==> src/rtl/loader_pkg.sv <==
// Shared encodings and defaults for the UART instruction loader.
package loader_pkg;

    localparam int DEFAULT_CLKS_PER_BIT = 434;

    typedef enum logic [1:0] {
        IDLE,
        START,
        DATA,
        STOP
    } rx_state_t;

    typedef enum logic [1:0] {
        WAIT_LEN,
        RECV,
        WRITE,
        DONE
    } ld_state_t;

endpackage

==> src/rtl/uart_inst_loader_if.sv <==
// Instruction-memory write port driven by the loader.
interface uart_inst_loader_if;
    logic        we;
    logic [7:0]  waddr;
    logic [31:0] wdata;

    modport master (output we, output waddr, output wdata);
    modport slave  (input  we, input  waddr, input  wdata);
endinterface

==> src/rtl/uart_rx.sv <==
// 8N1 UART receiver: rxd synchronizer, start-bit qualification, mid-bit sampling.
//   state | meaning
//   IDLE  | line idle, watching for a falling edge
//   START | half-bit wait, confirm start bit still low
//   DATA  | sample 8 data bits LSB first at bit centres
//   STOP  | sample stop bit, emit byte_valid or frame_error
module uart_rx
    import loader_pkg::*;
#(
    parameter int CLKS_PER_BIT = DEFAULT_CLKS_PER_BIT
) (
    input  logic       clk,
    input  logic       rst,
    input  logic       rxd,
    output logic [7:0] rx_byte,
    output logic       byte_valid,
    output logic       frame_error
);

    localparam int               TMR_W   = (CLKS_PER_BIT > 1) ? $clog2(CLKS_PER_BIT) : 1;
    localparam logic [TMR_W-1:0] FULL_TC = TMR_W'(CLKS_PER_BIT - 1);
    localparam logic [TMR_W-1:0] HALF_TC = TMR_W'(CLKS_PER_BIT / 2 - 1);

    logic             rxd_meta, rxd_sync, rxd_prev;
    rx_state_t        state_q, state_d;
    logic [TMR_W-1:0] tmr_q, tmr_d;
    logic [2:0]       bit_q, bit_d;
    logic [7:0]       shreg_q, shreg_d;
    logic             byte_valid_d, frame_error_d;

    assign rx_byte = shreg_q;

    always_ff @(posedge clk) begin
        if (rst) begin
            rxd_meta    <= 1'b1;
            rxd_sync    <= 1'b1;
            rxd_prev    <= 1'b1;
            state_q     <= IDLE;
            tmr_q       <= '0;
            bit_q       <= '0;
            shreg_q     <= '0;
            byte_valid  <= 1'b0;
            frame_error <= 1'b0;
        end else begin
            rxd_meta    <= rxd;
            rxd_sync    <= rxd_meta;
            rxd_prev    <= rxd_sync;
            state_q     <= state_d;
            tmr_q       <= tmr_d;
            bit_q       <= bit_d;
            shreg_q     <= shreg_d;
            byte_valid  <= byte_valid_d;
            frame_error <= frame_error_d;
        end
    end

    always_comb begin
        state_d       = state_q;
        tmr_d         = tmr_q;
        bit_d         = bit_q;
        shreg_d       = shreg_q;
        byte_valid_d  = 1'b0;
        frame_error_d = 1'b0;
        if (state_q != IDLE) tmr_d = tmr_q - TMR_W'(1);
        case (state_q)
            IDLE: begin
                if (rxd_prev && !rxd_sync) begin
                    state_d = START;
                    tmr_d   = HALF_TC;
                end
            end
            START: begin
                if (tmr_q == '0) begin
                    if (!rxd_sync) begin
                        state_d = DATA;
                        tmr_d   = FULL_TC;
                        bit_d   = '0;
                    end else begin
                        state_d = IDLE;
                        tmr_d   = '0;
                    end
                end
            end
            DATA: begin
                if (tmr_q == '0) begin
                    shreg_d = {rxd_sync, shreg_q[7:1]};
                    tmr_d   = FULL_TC;
                    bit_d   = bit_q + 3'd1;
                    if (bit_q == 3'd7) state_d = STOP;
                end
            end
            STOP: begin
                if (tmr_q == '0) begin
                    state_d       = IDLE;
                    tmr_d         = '0;
                    byte_valid_d  = rxd_sync;
                    frame_error_d = !rxd_sync;
                end
            end
            default: state_d = IDLE;
        endcase
    end

endmodule

==> src/rtl/uart_inst_loader.sv <==
// Loads a length-prefixed little-endian instruction image from UART into instruction memory.
//   state    | meaning
//   WAIT_LEN | expecting the word-count byte
//   RECV     | assembling the current 32-bit word
//   WRITE    | write strobe cycle, advance word index
//   DONE     | image loaded, further bytes ignored
module uart_inst_loader
    import loader_pkg::*;
#(
    parameter int CLKS_PER_BIT = DEFAULT_CLKS_PER_BIT,
    parameter int MAX_WORDS    = 64
) (
    input  logic                      clk,
    input  logic                      rst,
    input  logic                      rxd,
    uart_inst_loader_if.master        imem,
    output logic                      busy,
    output logic                      done,
    output logic                      frame_err,
    output logic                      len_err
);

    localparam int CNT_W = $clog2(MAX_WORDS + 1);

    logic [7:0]       rx_byte;
    logic             rx_valid, rx_frame_error;

    ld_state_t        state_q, state_d;
    logic [CNT_W-1:0] n_words_q, n_words_d;
    logic [CNT_W-1:0] word_idx_q, word_idx_d;
    logic [1:0]       byte_idx_q, byte_idx_d;
    logic [31:0]      word_buf_q, word_buf_d;
    logic             we_d;
    logic [7:0]       waddr_d;
    logic [31:0]      wdata_d;
    logic             busy_d, done_d, frame_err_d, len_err_d;
    logic             len_ok;

    uart_rx #(.CLKS_PER_BIT(CLKS_PER_BIT)) u_rx (
        .clk         (clk),
        .rst         (rst),
        .rxd         (rxd),
        .rx_byte     (rx_byte),
        .byte_valid  (rx_valid),
        .frame_error (rx_frame_error)
    );

    assign len_ok = (rx_byte != 8'd0) && (int'(rx_byte) <= MAX_WORDS);

    always_ff @(posedge clk) begin
        if (rst) begin
            state_q    <= WAIT_LEN;
            n_words_q  <= '0;
            word_idx_q <= '0;
            byte_idx_q <= '0;
            word_buf_q <= '0;
            imem.we    <= 1'b0;
            imem.waddr <= '0;
            imem.wdata <= '0;
            busy       <= 1'b0;
            done       <= 1'b0;
            frame_err  <= 1'b0;
            len_err    <= 1'b0;
        end else begin
            state_q    <= state_d;
            n_words_q  <= n_words_d;
            word_idx_q <= word_idx_d;
            byte_idx_q <= byte_idx_d;
            word_buf_q <= word_buf_d;
            imem.we    <= we_d;
            imem.waddr <= waddr_d;
            imem.wdata <= wdata_d;
            busy       <= busy_d;
            done       <= done_d;
            frame_err  <= frame_err_d;
            len_err    <= len_err_d;
        end
    end

    always_comb begin
        state_d     = state_q;
        n_words_d   = n_words_q;
        word_idx_d  = word_idx_q;
        byte_idx_d  = byte_idx_q;
        word_buf_d  = word_buf_q;
        we_d        = 1'b0;
        waddr_d     = imem.waddr;
        wdata_d     = imem.wdata;
        busy_d      = busy;
        done_d      = done;
        frame_err_d = frame_err | rx_frame_error;
        len_err_d   = len_err;
        case (state_q)
            WAIT_LEN: begin
                if (rx_valid) begin
                    if (len_ok) begin
                        n_words_d  = CNT_W'(rx_byte);
                        word_idx_d = '0;
                        byte_idx_d = '0;
                        word_buf_d = '0;
                        busy_d     = 1'b1;
                        state_d    = RECV;
                    end else begin
                        len_err_d = 1'b1;
                    end
                end
            end
            RECV: begin
                // a bad frame mid-image abandons the load; earlier writes stand
                if (rx_frame_error) begin
                    state_d    = WAIT_LEN;
                    busy_d     = 1'b0;
                    byte_idx_d = '0;
                    word_buf_d = '0;
                end else if (rx_valid) begin
                    word_buf_d[{byte_idx_q, 3'b000} +: 8] = rx_byte;
                    byte_idx_d = byte_idx_q + 2'd1;
                    if (byte_idx_q == 2'd3) begin
                        state_d = WRITE;
                        we_d    = 1'b1;
                        waddr_d = 8'(word_idx_q) << 2;
                        wdata_d = {rx_byte, word_buf_q[23:0]};
                    end
                end
            end
            WRITE: begin
                word_idx_d = word_idx_q + CNT_W'(1);
                byte_idx_d = '0;
                word_buf_d = '0;
                if (word_idx_q + CNT_W'(1) == n_words_q) begin
                    state_d = DONE;
                    busy_d  = 1'b0;
                    done_d  = 1'b1;
                end else begin
                    state_d = RECV;
                end
            end
            DONE: ;
            default: state_d = WAIT_LEN;
        endcase
    end

endmodule

==> src/flat_wrapper.sv <==
// flat-port wrapper written by rule: the top's interface ports become plain ports
module uart_inst_loader_flat import loader_pkg::*;
#(
    parameter int CLKS_PER_BIT = DEFAULT_CLKS_PER_BIT,
    parameter int MAX_WORDS    = 64
)
  (clk, rst, rxd, busy, done, frame_err, len_err, imem_we, imem_waddr, imem_wdata);
  uart_inst_loader_if imem_i ();
  input  logic clk;
  input  logic rst;
  input  logic rxd;
  output logic busy;
  output logic done;
  output logic frame_err;
  output logic len_err;
  output wire logic [$bits(imem_i.we)-1:0] imem_we;
  output wire logic [$bits(imem_i.waddr)-1:0] imem_waddr;
  output wire logic [$bits(imem_i.wdata)-1:0] imem_wdata;
  assign imem_we = imem_i.we;
  assign imem_waddr = imem_i.waddr;
  assign imem_wdata = imem_i.wdata;
  uart_inst_loader #(.CLKS_PER_BIT(CLKS_PER_BIT), .MAX_WORDS(MAX_WORDS)) u_core (.clk(clk), .rst(rst), .rxd(rxd), .imem(imem_i), .busy(busy), .done(done), .frame_err(frame_err), .len_err(len_err));
endmodule
==> config.mk <==
export PLATFORM = sky130hd
export DESIGN_NAME = uart_inst_loader_flat
export DESIGN_NICKNAME = d
export VERILOG_FILES = /design/src/rtl/loader_pkg.sv /design/src/rtl/uart_inst_loader_if.sv /design/src/rtl/uart_rx.sv /design/src/rtl/uart_inst_loader.sv /design/src/flat_wrapper.sv
export SDC_FILE = /design/constraint.sdc
export NUM_CORES = 1
export LEC_CHECK = 0
export CORE_MARGIN = 2
export CORE_UTILIZATION = 46
export CTS_BUF_LIST = sky130_fd_sc_hd__clkbuf_4
export DETAILED_ROUTE_END_ITERATION = 12
export GPL_TIMING_DRIVEN = 0
export MAX_ROUTING_LAYER = met4
export PLACE_DENSITY = 0.73
export SLEW_MARGIN = 20
export SYNTH_ARGS = -nofsm -noshare
export SYNTH_HDL_FRONTEND = slang
export SYNTH_SLANG_ARGS = --single-unit
==> constraint.sdc <==
create_clock -name clk -period 3.8 [get_ports clk]
set_input_delay 0.57 -clock clk [delete_from_list [all_inputs] [get_ports clk]]
set_output_delay 0.57 -clock clk [all_outputs]
set_load 0.01 [all_outputs]
**Word level (Yosys, flattened, before mapping)**

Cells that the tools add are included.

- Input port bits: 3
- Register bits after elaboration: 120
- Logic and storage cells: 125

- Bitwise gates (word level): 7
- Add/sub/neg operators: 5
- Shifts and indexed selects: 2
- Reduce and logical (&&, ||, !) cells: 24
- Magnitude comparators: 1
- Equal/unequal tests: 20
- Mux-type cells: 45

Operators with widths:

| kind | count |
|---|---|
| 32-bit two-way mux | 4 |
| 32-bit case mux with 3 select lines | 1 |
| 9-bit two-way mux | 6 |
| 9-bit case mux with 4 select lines | 1 |
| 32-bit bitwise mux | 1 |
| 2-bit two-way mux | 16 |
| 8-bit by 7-bit variable shift with 32-bit output, first input constant | 1 |
| 8-bit by 7-bit variable part select with 32-bit output | 1 |
| 2-bit inequality test, second input constant | 8 |
| 5-bit AND reduction | 3 |
| 7-bit two-way mux | 2 |
| 7-bit case mux with 2 select lines | 1 |
| 2-bit case mux with 3 select lines | 2 |
| 4-bit AND reduction | 3 |
| 9-bit zero test | 1 |
| 3-bit two-way mux | 3 |
| 3-bit AND reduction | 3 |
| 9-bit by 1-bit subtractor with 9-bit output, second input constant | 1 |
| 2-bit == test, second input constant | 4 |
| 8-bit by 7-bit less-or-equal comparator with 1-bit output, second input constant | 1 |
| 2-bit case mux with 4 select lines | 1 |
| 8-bit nonzero test | 1 |
| 7-bit by 1-bit adder with 7-bit output, second input constant | 1 |
| 7-bit == test | 1 |
| other kinds (21) | 37 |

**Longest topological paths before layout**

- Word-level depth: 6
- Gate-level depth with buffers: 10
- Mapped depth without buffers: 8

**Cells and area by module**

Synthesis repeated with hierarchy kept, for this count alone.

- Cell total of the unflattened synthesis: 574
- Area total of the unflattened synthesis: 4843.4 sq um

By module, submodules not included:

| module | cells each | area an instance (sq um) | times used |
|---|---|---|---|
| uart_inst_loader | 444 | 3611.0 | 1 |
| uart_rx | 130 | 1232.4 | 1 |

**Least setup slack after synthesis**

OpenSTA, ideal clock, no wires.

- Kind: register to register
- Start point: reg u_core.state_q[0]
- End point: reg u_core.word_idx_q[2]
- Path slack: 1821 ps
- Data arrival time: 1908 ps
- Path buffers: 0
- Required time: 3730 ps
- Period minus slack after synthesis: 1979 ps
- Stages on the path, launching flop included: 9
- Path through: dfxtp_1 -> inv_1 -> ha_1 -> nand2_1 -> a2111oi_4 -> a211oi_2 -> nand2b_4 -> or3b_1 -> a21oi_1

- Longest elaborated chain between the ends: 3
- Elaborated cells between the ends (all ways): 7

Ends and longest elaborated chain:

| what | RTL line | text |
|---|---|---|
| from (decl) | uart_inst_loader.sv:28 | `ld_state_t state_q, state_d;` |
| from (signal assigned) | uart_inst_loader.sv:65 | `state_q <= state_d;` |
| 2-bit zero test or 2-bit == test (tied branches) | uart_inst_loader.sv:93 | `case (state_q)` |
| 2-bit by 1-bit inequality test with 1-bit output (no source line) (tied with other cells) | - |  |
| 3-bit AND reduction (no source line) | - |  |
| to (signal assigned) | uart_inst_loader.sv:67 | `word_idx_q <= word_idx_d;` |
| to (decl) | uart_inst_loader.sv:30 | `logic [CNT_W-1:0] word_idx_q, word_idx_d;` |

Parallel ways exist; a longest one is shown, timed or not.
A chain may end at the register's enable or synchronous reset.

**Worst setup path after layout**

- Start point: reg u_core.u_rx.shreg_q[0], in the netlist u_core.u_rx.rx_byte[0]
- End point: reg u_core.word_idx_q[2]

- Longest elaborated chain between the ends: 4
- Elaborated cells between the ends (all ways): 5

Ends and longest elaborated chain:

| what | RTL line | text |
|---|---|---|
| from (decl) | uart_rx.sv:28 | `logic [7:0] shreg_q, shreg_d;` |
| from (signal assigned) | uart_rx.sv:51 | `shreg_q <= shreg_d;` |
| 8-bit by 7-bit less-or-equal comparator with 1-bit output or 8-bit nonzero test (tied branches) | uart_inst_loader.sv:48 | `assign len_ok = (rx_byte != 8'd0) && (int'(rx_byte) <= MAX_WORDS);` |
| 1-bit logical AND (*) | uart_inst_loader.sv:48 |  |
| 2-bit by 1-bit inequality test with 1-bit output (no source line) (*) | - |  |
| 3-bit AND reduction (no source line) (*) | - |  |

Every way passes the cells marked *; elsewhere a longest branch is shown, timed or not.

==> flow_summary_export.csv <==
group,metric,value,unit
run_status,status,"complete, no violations",
global_routing,grt.total_usage,20.1,%
sta,worstMarginPinSlew,842,ps
route,wl,10900,um
finish,synthToLayoutAreaGrowth,15.3,%
finish,fin_area,5560,um^2
yosys,synthArstFlopShare,0,%
finish,antenna_cells,0,
route,first_pass_iters,5,
route,route.detailed.wl_per_inst,13.6,um
route,drtAntennaViolNets,0,
worst_hold_path,hp-class,"reg2reg",
global_routing,antenna_found_initial,0,
pwr,netSwitchingFraction,26.1,%
place,dp_hpwl,7760,um
yosys,synth_edf_count,0,
clock_network,htreeDepth,3,
route,vias,4216,
route,first_iter_violations,209,
critical_path,crit_arrival,2800,ps
finish,final_common_cell,"nand2_1",
die,die_w,106,um
global_routing,grt_first_pass_wirelength,17600,um
critical_path,critPathCaptureType,"flop",
clock_network,cts_made_buffers,9,
sta,setup_tns,0,ps
clock_network,clock-sinks,112,
critical_path,r2r_cells,6,
sta,max_freq,418,MHz
route,drc,0,
critical_path,cp-start-kind,"flop",
critical_path,crit_path_max_fanout,9,
sta,final_hold_viol_count,0,
sta,max_slew_margin,43.4,%
pwr,power_density,333,nW/um^2
pwr,leakagePower,0.00189,uW
pwr,switchingPower,482,uW
pwr,seqPwrFrac,64.9,%
route,via_per_inst,5.28,
flow_run,drv_cap,0,
place,placed_area,5450,um^2
yosys,synth-main-ff-cell,"dfxtp_1",
critical_path,cp_cell_sequence,"nor4_2, a2111oi_4, a211oi_2, nand2b_4, or3b_1, a21oi_1",
die,dieArea,11300,um^2
sta,final.period_utilization,62.9,%
place,place_congestion,0.893,
clock_network,post_cts_resized,0,
yosys,ys_types,60,
finish,drive_above_1_share,6.19,%
critical_path,critPathRequiredTime,4210,ps
clock_network,clkTransAtPathRegs,160,ps
clock_network,clockBufferDepth,2,
clock_network,cts_hold_buf,0,
clock_network,root_buffer,"clkbuf_4",
clock_network,insertion_delay,480,ps
die,initial_utilization,47.1,%
sta,setup_viol,0,
global_routing,grt_start_max_net_pins,18,
yosys,yosysSeqAreaShare,46.5,%
yosys,syn_area,4820,um^2
pwr,power.internal,1370,uW
die,rows,37,
die,io_pins,48,
critical_path,cpPeakStageDelay,630,ps
yosys,yosysWarnings,0,
pwr,ir_drop,0.171,mV
sta,skew,15.1,ps
yosys,synth-seq-cells,112,
worst_hold_path,holdPathStages,1,
finish,num-nets-final,673,
die,die_h,106,um
pwr,pwr-share-clk,27.7,%
clock_network,cts_setup_buffers,0,
global_routing,grt_pass1_vias,3761,
pwr,combPwrFrac,7.4,%
clock_network,cts_tree,"done",
sta,rsz0062_at_grt,"false",
place,portBuffers,45,
critical_path,crit_slowest_cell,"a2111oi_4",
finish,mostFrequentLayoutCells,"142 x nand2_1, 112 x dfxtp_1, 99 x a21oi_1",
yosys,avgSynthCellArea,8.04,um^2
die,coreArea,10200,um^2
sta,finalMaxSlewViolations,0,
sta,layout_min_cycle_time,2390,ps
yosys,syn_inst,600,
critical_path,crit_type,"reg2reg",
global_routing,grt_overflow,0,
[critical path, delay by kind of cell, from the launching register on]
kind | cells | cell delay, ps
compound gates | 3 | 970
flops | 1 | 600
simple gates | 3 | 740
[cell usage after synthesis (all sizes together) (3+ instances only)]
library cell	number	share of area [%]
nor2	35	2.9
nor3	5	0.52
nor4	4	0.65
xnor2	5	0.91
nand2	142	11
or2	5	0.65
and3	4	0.52
a31oi	3	0.39
or3	5	0.65
clkbuf	28	2.2
nand2b	3	0.54
nor2b	5	0.65
buf	13	1.6
a211oi	8	1.3
inv	13	1.0
and2	4	0.52
ha	13	3.4
a22o	4	0.73
a21oi	99	10
o21ai	18	1.9
nand3	30	3.1
dfxtp	112	46
a22oi	5	1.1
xor2	5	0.91
[cell type report]
class	count	area, um^2
fill	976	4670
multi-input combinational	435	2360
sequential	112	2240
timing repair buffer	45	450
buffer	41	185
tap	136	170
clock buffer	9	67.6
inverter	13	48.8
clock inverter	7	37.5
[state kept, by name, indices dropped and copies added, names as in the netlist, named ones only]
signal                   cells
u_core.len_err               1
u_core.byte_idx_q            2
u_core.state_q               2
u_core.done                  1
u_core.imem.we               1
u_core.u_rx.rx_byte          8
u_core.busy                  1
u_core.frame_err             1
u_core.word_idx_q            7
u_core.imem.waddr            6
u_core.word_buf_q           24
u_core.u_rx.frame_error      1
u_core.n_words_q             7
u_core.u_rx.rxd_sync         1
u_core.u_rx.rxd_prev         1
u_core.u_rx.bit_q            3
u_core.u_rx.tmr_q            9
u_core.u_rx.byte_valid       1
u_core.u_rx.state_q          1
u_core.u_rx.rxd_meta         1
u_core.imem.wdata           32
[kinds of logic (layout without fill, tap and decap cells)]
logic type / count (synthesis) / in the layout / synth area share (%)
other: 1 / 2 / 0.0778
flip-flops: 112 / 112 / 46.5
buffers and inverters: 54 / 115 / 4.85
XOR/XNOR: 10 / 10 / 1.82
AO/OA/AOI/OAI: 153 / 153 / 18.9
AND/OR/NAND/NOR: 255 / 255 / 24.0
adder cells (fa/ha/maj): 13 / 13 / 3.37
multiplexers: 2 / 2 / 0.441
[per-layer routing]
metal  vias up  GRT usage [%]  share of wire [%]
li1       2160              -                  -
met1      1935           24.6                 46
met2       101           33.7                 49
met3        20           2.58                3.9
met4         0           7.99                1.8
met5         -              -                  0
[worst paths after layout]
check | startpoint | endpoint | slack, ps
worst max-delay path | u_core.u_rx.rx_byte[0] | u_core.word_idx_q[2] | 1410
worst min-delay path | u_core.u_rx.rxd_meta | u_core.u_rx.rxd_sync | 430
worst max register to register | u_core.u_rx.rx_byte[0] | u_core.word_idx_q[2] | 1410
worst min register to register | u_core.u_rx.rxd_meta | u_core.u_rx.rxd_sync | 430
[power groups by stage]
| stage | registers (uW) | clock network (uW) | logic [uW] |
|---|---|---|---|
| floorplan | 1220 | 0 | 103 |
| global placement | 1220 | 0 | 134 |
| detailed placement | 1220 | 0 | 136 |
| finish | 1200 | 512 | 137 |
| global route | 1200 | 565 | 152 |
| CTS | 1200 | 523 | 136 |
[metrics by stage]
| step | util, % | hold WS [ps] | std cells | power [uW] | setup slack [ps] |
|---|---|---|---|---|---|
| after floorplan | - | 389 | 601 | 1320 | 1820 |
| after global placement | 53.2 | 396 | 782 | 1360 | 1510 |
| after detailed placement | 53.2 | 398 | 782 | 1360 | 1490 |
| after CTS | 54.3 | 433 | 798 | 1860 | 1440 |
| after global routing | 54.3 | 450 | 798 | 1920 | 1240 |
| final | 54.3 | 433 | 798 | 1850 | 1410 |
Power figures use the tool's default switching activity.
==> variant 1 (same settings) <==
Set the package constant `DEFAULT_CLKS_PER_BIT` to 217 (it was 434).
--- a/src/rtl/loader_pkg.sv
+++ b/src/rtl/loader_pkg.sv
@@ -3,3 +3,3 @@
 
-    localparam int DEFAULT_CLKS_PER_BIT = 434;
+    localparam int DEFAULT_CLKS_PER_BIT = 217;
 
Check against the original RTL: no difference found for any inputs over 10 cycles, from zero or initial values and one cycle with rst high; that may be too few to reach the edited logic, so the function may still have changed.
==> variant 1 against the unedited design <==
- synthesized area increased by 0.34%
- maximum frequency decreased by 4.6%
- clock skew about the same
- cell area increased by 0.72%
- sequential cell count decreased by 1
- critical path depth increased by 4
- hold slack got worse by 0.0062 ns
- worst setup slack got worse by 0.12 ns
- wire length increased by 0.99%
- core utilization increased by 0.14 points
Power is not compared: it rests on default switching activity, and its combinational part moved more than twofold at a synthesized area within 25%.
==> variant 1: results (changes against the unedited design) <==
WL/cell 13.9 um (was 13.6 um); fraction of layout cells with a size suffix above 1 6.42% (was 6.19%); maximum fanout along the worst path 10 (was 9); first-pass GRT wire length 18.7 mm (was 17.6 mm); Post-synth ARST share 0% (unchanged); Critical Path AT 2.88 ns (was 2.80 ns); kind of cell adding the most delay to the critical path buffers and inverters (was compound AO/OA/AOI/OAI gates); Fill cells 973 (was 976); gr usage total 20.9% (was 20.1%); final net count 666 (was 673); leading cell types by total area after synthesis dfxtp_1 (46%), a21oi_1 (8.9%), nand2_1 (8.4%) (was dfxtp_1 (46%), nand2_1 (11%), a21oi_1 (10%)); Detail Placement HPWL 8.11 mm (was 7.76 mm); met3 Track Usage GR 4.35% (was 2.58%); largest net degree at the start of global routing 19 (was 18); Critical Path Max Stage Delay 0.39 ns (was 0.63 ns); TritonRoute pass-1 iters 4 (was 5); CTS resizes 0 (unchanged); routed vias/inst 5.32 (was 5.28); Most used DFF post-synth dfxtp_1 (unchanged); synth unique cells 55 (was 60); port buffer count 44 (was 45); largest registers u_core.imem.wdata: 32 flops, u_core.word_buf_q: 24 flops (was u_core.imem.wdata: 32 flops, u_core.word_buf_q: 24 flops, u_core.u_rx.tmr_q: 9 flops); Synth Area per Inst 8.15 um2 (was 8.04 um2); sequential area share after synthesis 45.9% (was 46.5%); number of H-tree levels 3 (unchanged); Max stage delay cell, worst path dfxtp_1 (was a2111oi_4); Placed Instances 775 (was 782); M1 GR Usage 26.4% (was 24.6%); met2 Track Usage GR 33.8% (was 33.7%); Iter 0 DRT Violations 187 (was 209); slew margin rel. 42.0% (was 43.4%); placed inst area 5450 um2 (about the same); status finished, final reports clean (unchanged); worst skew pair latency 0.45 ns (was 0.48 ns); Lkg Pwr between 1.5 and 2 nW; DR vias 4,203 (was 4,216); vias in the first global route 3,941 (was 3,761); leading cell types by count after synthesis dfxtp_1 (111), nand2_1 (108), a21oi_1 (86) (was nand2_1 (142), dfxtp_1 (112), a21oi_1 (99)); skew final 0.0149 ns (was 0.0151 ns); gpl congestion 0.864 (was 0.893)
-- variant 1: final timing paths --
path / start / to / slack [ns] / cells past startpoint
max: u_core.state_q[0]$_SDFFE_PP0P_ / u_core.word_idx_q[6]$_SDFFE_PP0P_ / 1.29 / 10
min: u_core.u_rx.rxd_meta$_SDFF_PP1_ / u_core.u_rx.rxd_sync$_SDFF_PP1_ / 0.43 / 1
max reg2reg: u_core.state_q[0]$_SDFFE_PP0P_ / u_core.word_idx_q[6]$_SDFFE_PP0P_ / 1.29 / 10
min reg2reg: u_core.u_rx.rxd_meta$_SDFF_PP1_ / u_core.u_rx.rxd_sync$_SDFF_PP1_ / 0.43 / 1
-- variant 1: cell type report --
type,instances,area share [%]
well taps,136,3.04
inverters,12,0.805
plain buffers,50,3.84
clock buffers,9,1.21
clock inverters,6,1.27
repair buffers,44,7.87
multi-input cells,422,42.3
flip-flops and latches,111,39.7
-- variant 1: worst register-to-register path: stages, from the launching register on --
cell,delay (ns)
dfxtp_1,0.39
inv_1,0.09
ha_1,0.19
buf_2,0.17
and4b_1,0.19
nand3_1,0.17
clkbuf_1,0.39
and2_0,0.34
buf_2,0.27
nand3_1,0.11
a31oi_1,0.13
-- variant 1: cells by family after synthesis --
group                    Yosys count  share of synthesized area, %
AND/OR/NAND/NOR                  250                          24.5
AO/OA/AOI/OAI                    133                          16.1
flip-flops                       111                          45.9
buffers and inverters             62                          5.38
adder cells (fa/ha/maj)           13                          3.36
XOR/XNOR                          13                          2.35
multiplexers                      11                          2.30
other                              1                        0.0775
-- variant 1: report_power, final --
| group | internal, W | leakage (nW) | switching [W] |
|---|---|---|---|
| Sequential | 0.00120 | 0.896 | 0.0000260 |
| Combinational | 0.000120 | 0.899 | 0.000214 |
| Clock | 0.000203 | 0.0739 | 0.000374 |
-- variant 1: per-layer routing --
layer,vias up,share of wire [%]
li1,2133,-
met1,1946,46
met2,102,48
met3,22,4.8
met4,0,1.4
met5,-,0
-- variant 1: through the flow --
step / worst slack [ns] / hold slack, ns / utilization [%]
6_report: 1.29 / 0.427 / 54.5
5_1_grt: 1.07 / 0.455 / 54.5
4_1_cts: 1.32 / 0.428 / 54.4
3_5_place_dp: 1.35 / 0.394 / 53.1
3_3_place_gp: 1.40 / 0.398 / 53.1
2_1_floorplan: 1.71 / 0.389 / -
==> variant 2 (same settings) <==
Made on the original files. Make the reset (`rst`) asynchronous in 2 clocked blocks.
--- a/src/rtl/uart_rx.sv
+++ b/src/rtl/uart_rx.sv
@@ -32,3 +32,3 @@
 
-    always_ff @(posedge clk) begin
+    always_ff @(posedge clk or posedge rst) begin
         if (rst) begin
--- a/src/rtl/uart_inst_loader.sv
+++ b/src/rtl/uart_inst_loader.sv
@@ -49,3 +49,3 @@
 
-    always_ff @(posedge clk) begin
+    always_ff @(posedge clk or posedge rst) begin
         if (rst) begin
Behaviour: no difference found for any inputs over 10 cycles, from zero or initial values and one cycle with rst high; that may be too few to reach the edited logic, so the function may still have changed.
==> variant 2 against the unedited design <==
- cell area grew 5.5%
- wire length fell by 13%
- die area increased by 4.7%
- synthesized area increased by 4.9%
- worst setup slack worse by 0.12 ns
- sequential cell count stayed put
- total power is 16% higher
- non-clock buffer count is 20 lower
- first-iteration DRC count increased by 14%
- clock power grew 11%
- combinational power grew 96%
- core utilization about the same
- critical path type unchanged
==> variant 2: results (changes against the unedited design) <==
M1 GR Usage 23.9% (was 24.6%); routed vias/inst 5.25 (was 5.28); TritonRoute pass-1 iters 4 (was 5); sequential area share after synthesis 55.5% (was 46.5%); synth unique cells 52 (was 60); gr usage total 17.8% (was 20.1%); hold_sp u_core.u_rx.rxd_meta$_DFF_PP1_ (was u_core.u_rx.rxd_meta$_SDFF_PP1_); post-synthesis adder-cell area fraction 3.46% (was 3.37%); worst skew pair latency 0.48 ns (about the same); CTS Root Cell clkbuf_4 (unchanged); Worst-path clk slew between 0.15 and 0.2 ns; slew margin rel. 43.8% (was 43.4%); final net count 520 (was 673); Lkg Pwr 2.64 nW (was 1.89 nW); Post-synth ARST share 100% (was 0%); vias in the first global route 3,337 (was 3,761); reg-to-reg slack, setup 1.29 ns (was 1.41 ns); Hold WS 0.370 ns (was 0.433 ns); Detail Placement HPWL 6.60 mm (was 7.76 mm); status finished, final reports clean (unchanged); met3 Track Usage GR 2.81% (was 2.58%); worst vdd ir 0.000276 V (was 0.000171 V); first-pass GRT wire length 16.0 mm (was 17.6 mm); Synth Area in XOR/XNOR 1.56% (was 1.82%); maximum fanout along the worst path 10 (was 9); skew final 0.0308 ns (was 0.0151 ns); fraction of layout cells with a size suffix above 1 20.3% (was 6.19%); Fill cells 935 (was 976); leading cell types by total area after synthesis dfrtp_1 (54%), mux2_2 (12%), nand2_1 (5.6%) (was dfxtp_1 (46%), nand2_1 (11%), a21oi_1 (10%)); WHS Endpoint u_core.u_rx.rxd_sync$_DFF_PP1_ (was u_core.u_rx.rxd_sync$_SDFF_PP1_); placed inst area 5730 um2 (was 5450 um2); leading cell types by count after synthesis dfrtp_1 (109), nand2_1 (75), mux2_2 (53) (was nand2_1 (142), dfxtp_1 (112), a21oi_1 (99)); WL/cell 14.6 um (was 13.6 um); compound-gate portion of the synthesized area 11.0% (was 18.9%); post-synthesis mux area share 12.2% (was 0.441%); largest net degree at the start of global routing 63 (was 18); R2R cell count 8 (was 6); leading area contributor after synthesis dfrtp_1 (was dfxtp_1); Iter 0 DRT Violations 238 (was 209); met2 Track Usage GR 28.0% (was 33.7%); FF-to-FF Start u_core.state_q[1]$_DFFE_PP0P_ (was u_core.u_rx.rx_byte[0]$_SDFFE_PP0P_); gpl congestion 0.866 (was 0.893)
variant 2: area by class of cell:
type | count | area share, %
sequential | 112 | 47.9
clock buffer | 9 | 1.15
tap | 140 | 2.99
inverter | 13 | 0.918
buffer | 20 | 1.90
clock inverter | 7 | 1.07
timing repair buffer | 46 | 8.15
multi-input combinational | 301 | 36.0
variant 2: per-stage QoR:
stage | util, % | instances | setup TNS, ns
2_1_floorplan | - | 446 | 0
4_1_cts | 54.3 | 648 | 0
3_3_place_gp | 52.7 | 631 | -131.07
6_report | 54.3 | 648 | 0
5_1_grt | 54.3 | 648 | 0
3_5_place_dp | 53.1 | 632 | 0
variant 2: power breakdown:
part | leakage, nW | internal (W) | switching, W
Combinational | 1.03 | 0.000107 | 0.000161
Sequential | 1.53 | 0.00125 | 0.0000606
Clock | 0.0730 | 0.000148 | 0.000422
Total | 2.64 | 0.00151 | 0.000644
variant 2: cell families (layout without fill, tap and decap cells):
logic type                 after synthesis  in the layout
AOI/OAI and AO/OA                       83             83
xor gates and xnor gates                 9              9
adders and majority gates               14             14
buffers and inverters                   33             95
DFF                                    112            112
muxes                                   55             55
other                                    1              2
and+or+nand+nor                        138            138
variant 2: how the worst max path moves through the flow:
stage	from	end	slack (ns)	cells past startpoint
2_1_floorplan	rst	async pin	0.28	1
3_3_place_gp	rst	u_core.word_idx_q[2]$_DFFE_PP0P_	-1.20	2
3_5_place_dp	u_core.state_q[1]$_DFFE_PP0P_	u_core.imem.wdata[1]$_DFFE_PP0P_	1.30	8
4_1_cts	u_core.state_q[1]$_DFFE_PP0P_	u_core.imem.wdata[1]$_DFFE_PP0P_	1.26	8
5_1_grt	u_core.state_q[1]$_DFFE_PP0P_	u_core.imem.wdata[1]$_DFFE_PP0P_	1.12	8
6_report	u_core.state_q[1]$_DFFE_PP0P_	u_core.imem.wdata[1]$_DFFE_PP0P_	1.29	8
variant 2: critical path, cell delays in order (launching register included):
cell and delay, ns:
dfrtp_1 0.43, inv_1 0.10, ha_1 0.20, nor2b_1 0.13, clkbuf_1 0.18, nand3_1 0.18, clkbuf_1 0.47, buf_2 0.34
mux2_2 0.36
variant 2: per-layer routing:
metal | vias up | share of wire (%)
met2 | 52 | 49
met3 | 12 | 2.8
met5 | - | 0
met1 | 1656 | 47
met4 | 0 | 1.3
li1 | 1680 | -
